--- src/rtl/regfile_write_arbiter.sv ---
// ============================================================================
// Module  : regfile_write_arbiter
// Brief   : Clears the register file after reset, then arbitrates ALU and
//           load write-back ports onto a single register-file write port.
// Revision: 1.0 - initial release
// ============================================================================
`default_nettype none

module regfile_write_arbiter #(
  parameter int DATA_W     = 32,
  parameter int NREG       = 32,
  parameter int STARVE_MAX = 3
) (
  input  logic              clk,
  input  logic              rst_n,
  input  logic              alu_valid,
  input  logic [4:0]        alu_reg,
  input  logic [DATA_W-1:0] alu_data,
  output logic              alu_ready,
  input  logic              mem_valid,
  input  logic [4:0]        mem_reg,
  input  logic [DATA_W-1:0] mem_data,
  output logic              mem_ready,
  output logic              rf_we,
  output logic [4:0]        rf_waddr,
  output logic [DATA_W-1:0] rf_wdata,
  output logic              init_done
);

  localparam int SW_W = $clog2(NREG + 1);
  localparam int ST_W = (STARVE_MAX < 1) ? 1 : $clog2(STARVE_MAX + 1);

  localparam logic [0:0] ST_INIT = 1'b0;
  localparam logic [0:0] ST_RUN  = 1'b1;

  localparam logic [SW_W-1:0] SWEEP_END  = SW_W'(NREG);
  localparam logic [ST_W-1:0] STARVE_LIM = ST_W'(STARVE_MAX);

  logic [0:0]        state_q,     state_d;
  logic [SW_W-1:0]   sweep_q,     sweep_d;
  logic [ST_W-1:0]   starve_q,    starve_d;
  logic              rf_we_q,     rf_we_d;
  logic [4:0]        rf_waddr_q,  rf_waddr_d;
  logic [DATA_W-1:0] rf_wdata_q,  rf_wdata_d;
  logic              init_done_q, init_done_d;

  logic w_run;
  logic w_starve;

  assign w_run    = (state_q == ST_RUN);
  assign w_starve = alu_valid && (starve_q == STARVE_LIM);

  // Load write-back has priority unless the ALU has waited its limit.
  assign alu_ready = w_run && alu_valid && (!mem_valid || w_starve);
  assign mem_ready = w_run && mem_valid && !w_starve;

  always_comb begin
    state_d     = state_q;
    sweep_d     = sweep_q;
    starve_d    = starve_q;
    rf_we_d     = 1'b0;
    rf_waddr_d  = rf_waddr_q;
    rf_wdata_d  = rf_wdata_q;
    init_done_d = init_done_q;

    if (state_q == ST_INIT) begin
      // sweep_q is the next address to clear; reaching NREG means the last
      // clearing write is currently on the outputs.
      if (sweep_q == SWEEP_END) begin
        state_d     = ST_RUN;
        init_done_d = 1'b1;
      end else begin
        rf_we_d    = 1'b1;
        rf_waddr_d = 5'(sweep_q);
        rf_wdata_d = '0;
        sweep_d    = sweep_q + SW_W'(1);
      end
    end else begin
      if (alu_ready) begin
        if (alu_reg != 5'd0) begin
          rf_we_d    = 1'b1;
          rf_waddr_d = alu_reg;
          rf_wdata_d = alu_data;
        end
      end else if (mem_ready) begin
        if (mem_reg != 5'd0) begin
          rf_we_d    = 1'b1;
          rf_waddr_d = mem_reg;
          rf_wdata_d = mem_data;
        end
      end

      if (!alu_valid || alu_ready) begin
        starve_d = '0;
      end else if (starve_q != STARVE_LIM) begin
        starve_d = starve_q + ST_W'(1);
      end
    end
  end

  always_ff @(posedge clk or negedge rst_n) begin
    if (!rst_n) begin
      state_q     <= ST_INIT;
      sweep_q     <= '0;
      starve_q    <= '0;
      rf_we_q     <= 1'b0;
      rf_waddr_q  <= '0;
      rf_wdata_q  <= '0;
      init_done_q <= 1'b0;
    end else begin
      state_q     <= state_d;
      sweep_q     <= sweep_d;
      starve_q    <= starve_d;
      rf_we_q     <= rf_we_d;
      rf_waddr_q  <= rf_waddr_d;
      rf_wdata_q  <= rf_wdata_d;
      init_done_q <= init_done_d;
    end
  end

  assign rf_we     = rf_we_q;
  assign rf_waddr  = rf_waddr_q;
  assign rf_wdata  = rf_wdata_q;
  assign init_done = init_done_q;

endmodule

`default_nettype wire

--- config.mk ---
export PLATFORM = sky130hd
export DESIGN_NAME = regfile_write_arbiter
export DESIGN_NICKNAME = d
export VERILOG_FILES = /design/src/rtl/regfile_write_arbiter.sv
export SDC_FILE = /design/constraint.sdc
export NUM_CORES = 1
export LEC_CHECK = 0
export ABC_AREA = 1
export CAP_MARGIN = 15
export CORE_MARGIN = 8
export CORE_UTILIZATION = 41
export CTS_BUF_LIST = sky130_fd_sc_hd__clkbuf_4 sky130_fd_sc_hd__clkbuf_8 sky130_fd_sc_hd__clkbuf_16
export CTS_CLUSTER_SIZE = 20
export DETAILED_ROUTE_END_ITERATION = 7
export GPL_TIMING_DRIVEN = 1
export PLACE_DENSITY = 0.75
export SLEW_MARGIN = 5
export SYNTH_ARGS = -nofsm -noshare
export SYNTH_HDL_FRONTEND = slang
export SYNTH_SLANG_ARGS = --single-unit
--- constraint.sdc ---
create_clock -name clk -period 2.15 [get_ports clk]
set_input_delay 0.3225 -clock clk [delete_from_list [all_inputs] [get_ports clk]]
set_output_delay 0.3225 -clock clk [all_outputs]
set_load 0.02 [all_outputs]
==> flow_summary.ini, run 1 <==
[global_route]
overflow = 0
grt_max_degree = 38
first_global_vias = 2766
grtUsageTotal_pct = 17.2
antenna_found_initial = 0
grt_pass1_wl_mm = 13.7

[clocking]
cts-root-buf = clkbuf_8
numCtsBuffers = 5
htreeDepth = 2
cts_tree = yes
post_cts_buffers = 0
clkLatencyLatePin_ns = 0.31
clkTransAtPathRegs_ns = 0.10
cts_buffer_depth = 2
clock_sinks = 48

[worst_setup_path]
start_kind = register
arrival_ns = 1.75
crit_path_max_fanout = 3
crit_path_end_kind = output pin
path_class = register to output pin
required_ns = 1.83

[placed_design]
placed_cells = 556
gp_congestion = 0.866
port_buffers = 118
dp_hpwl_mm = 6.27

[yosys]
synth_seq_cells = 48
seq_area_frac_synth_pct = 44.2
netlist.area_leader.share_pct = 44.2
synth_flop_cell = dfrtp_1
ys.warnings.count = 0
syn_avg_cell_area_um2 = 7.27
yosys-top-cells-area = dfrtp_1, nand2_1, nand4_1
synth_common_cells = nand2_1, dfrtp_1, nand3_1
syn_nets = 455
ys_async_sr_fraction_pct = 100
synth.distinct_cells = 23
yosys.area.top_type = dfrtp_1
synth_edf_count = 0
syn_area_um2 = 2720
syn_inst = 374
yosysMostFrequentCell = nand2_1

[hold_path]
hold_class = register to register

[detailed_routing]
routedWlPerCell_um = 14.7
drt_iter0_drc = 70
routed_wl_mm = 8.33
drc = 0
vias = 2826
firstDrtPassIters = 4
antenna_left = 0
viasPerCell = 5.00

[cells_and_area]
postLayoutCoreUtil_pct = 63.9
fin_nets = 568
n_antenna_cell = 0
drive_above_1_share_pct = 6.97
syn_to_final_growth_pct = 50.0
finalNonFillerCells = 565

[timing]
finalCritPeriodShare_pct = 96.3
relSlewSlack_pct = 65.3
max_freq_mhz = 483
hold_violations = 0
final.setup.tns_ns = 0
period_needed_ns = 2.07
slew_violations = 0
rsz0062_at_grt = false
worst_pin_slew_ns = 0.520
skew_ns = 0.0108
setup_viol = 0

[die]
start_util_pct = 42.6
die_area_um2 = 9500
core_region_area_um2 = 6390
row_count = 29
dieWidth_um = 97.5
die_y_um = 97.5
ios = 119

[pwr]
seq_power_share_pct = 42.2
power_density_nw_per_um2 = 604
power_frac_comb_pct = 29.6
clock_power_share_pct = 28.1
switchingPower_mw = 0.719
switching_share_pct = 29.2
p_leak_nw = 2.06
vdd_drop_max_uv = 408
power_mw = 2.47
p_int_mw = 1.75

[run_status]
status = complete, no violations

[run]
maxCapViolCount = 0
[power by group through the flow]
stage,registers (mW),clock network (mW),logic [mW]
2_1_floorplan,1.17,0,0.224
3_3_place_gp,1.05,0,0.731
3_5_place_dp,1.06,0,0.740
4_1_cts,1.04,0.706,0.743
5_1_grt,1.05,0.742,0.798
6_report,1.04,0.694,0.731
[kinds of logic after synthesis]
logic type                 share of synthesized area (%)
buffers and inverters                               9.11
DFF                                                 44.2
AOI/OAI and AO/OA                                  0.828
adders and majority gates                           1.38
xor gates and xnor gates                           0.966
and+or+nand+nor                                     43.6
[final timing paths]
kind,from,endpoint,slack [ns],cells past startpoint
min reg2reg,sweep_q[5],sweep_q[5],0.49,2
max,starve_q[0],alu_ready,0.08,6
min,sweep_q[5],sweep_q[5],0.49,2
max reg2reg,starve_q[0],rf_wdata[25],0.35,10
max in group asynchronous,rst_n,sweep_q[3],1.11,3
min in group asynchronous,rst_n,rf_wdata[22],0.52,2
[metrics by stage]
step | cell area [um^2] | setup slack, ns | hold WS (ns)
global route | 4080 | 0.00763 | 0.512
floorplan | 2720 | 0.486 | 0.0269
finish | 4080 | 0.0785 | 0.489
detailed placement | 3950 | 0.112 | 0.326
global placement | 3950 | 0.124 | 0.332
CTS | 4080 | 0.0645 | 0.486
[worst max-delay path, cell delays in order (launching register included)]
cell             delay [ns]
dfrtp_1                0.38
ha_1                   0.16
nand2_1                0.08
nand2_2                0.10
nand2_2                0.08
inv_4                  0.06
clkdlybuf4s50_1        0.60
[final cells by class]
cell class / count / area [um^2]
clock inverter: 2 / 38.8
multi-input combinational: 277 / 1270
tap: 77 / 96.3
inverter: 21 / 81.3
sequential: 48 / 1200
timing repair buffer: 134 / 1310
fill: 602 / 2300
clock buffer: 6 / 82.6
[cell usage in the layout (no fill, tap or decap), drive strengths merged]
cell type,Yosys,routed
nand4,39,39
xnor2,2,2
ha,3,3
nor3,1,1
o21ai,2,2
nand2,169,169
o21bai,1,1
inv,21,21
dlygate4sd2,0,1
bufinv,0,1
clkinv,0,1
buf,27,16
clkbuf,1,6
dfrtp,48,48
nand3,49,49
a21oi,1,1
dlygate4sd3,0,1
xor2,1,1
nor2,9,9
clkdlybuf4s50,0,116
[timing repair]
action / 4_1_cts / 5_1_grt
hold buffers: 1 / 0
endpoints found under the hold margin: 21 / 0
endpoints found under the setup margin: 1 / 0
gates resized for setup: 1 / 0
[metal layers]
metal | global-route usage [%] | wire (um) | vias to the layer above
li1 | - | - | 1441
met1 | 19.4 | 3450 | 1305
met2 | 30.4 | 4260 | 73
met3 | 5.33 | 535 | 7
met4 | 4.31 | 88 | 0
met5 | 0 | 0 | -
[registers in the layout, summed over array words and instances, names as in the netlist]
signal,count
rf_wdata,32
starve_q,2
init_done,1
sweep_q,6
rf_waddr,5
rf_we,1
state_q,1
Power figures use the tool's default switching activity.
==> run 2, diff against run 1 <==
HOLD_SLACK_MARGIN = 0.02   (was default)
SKIP_LAST_GASP = 1   (was default)
==> results of run 2 <==
The final DEF is identical to that of run 1; final timing and power are the same.
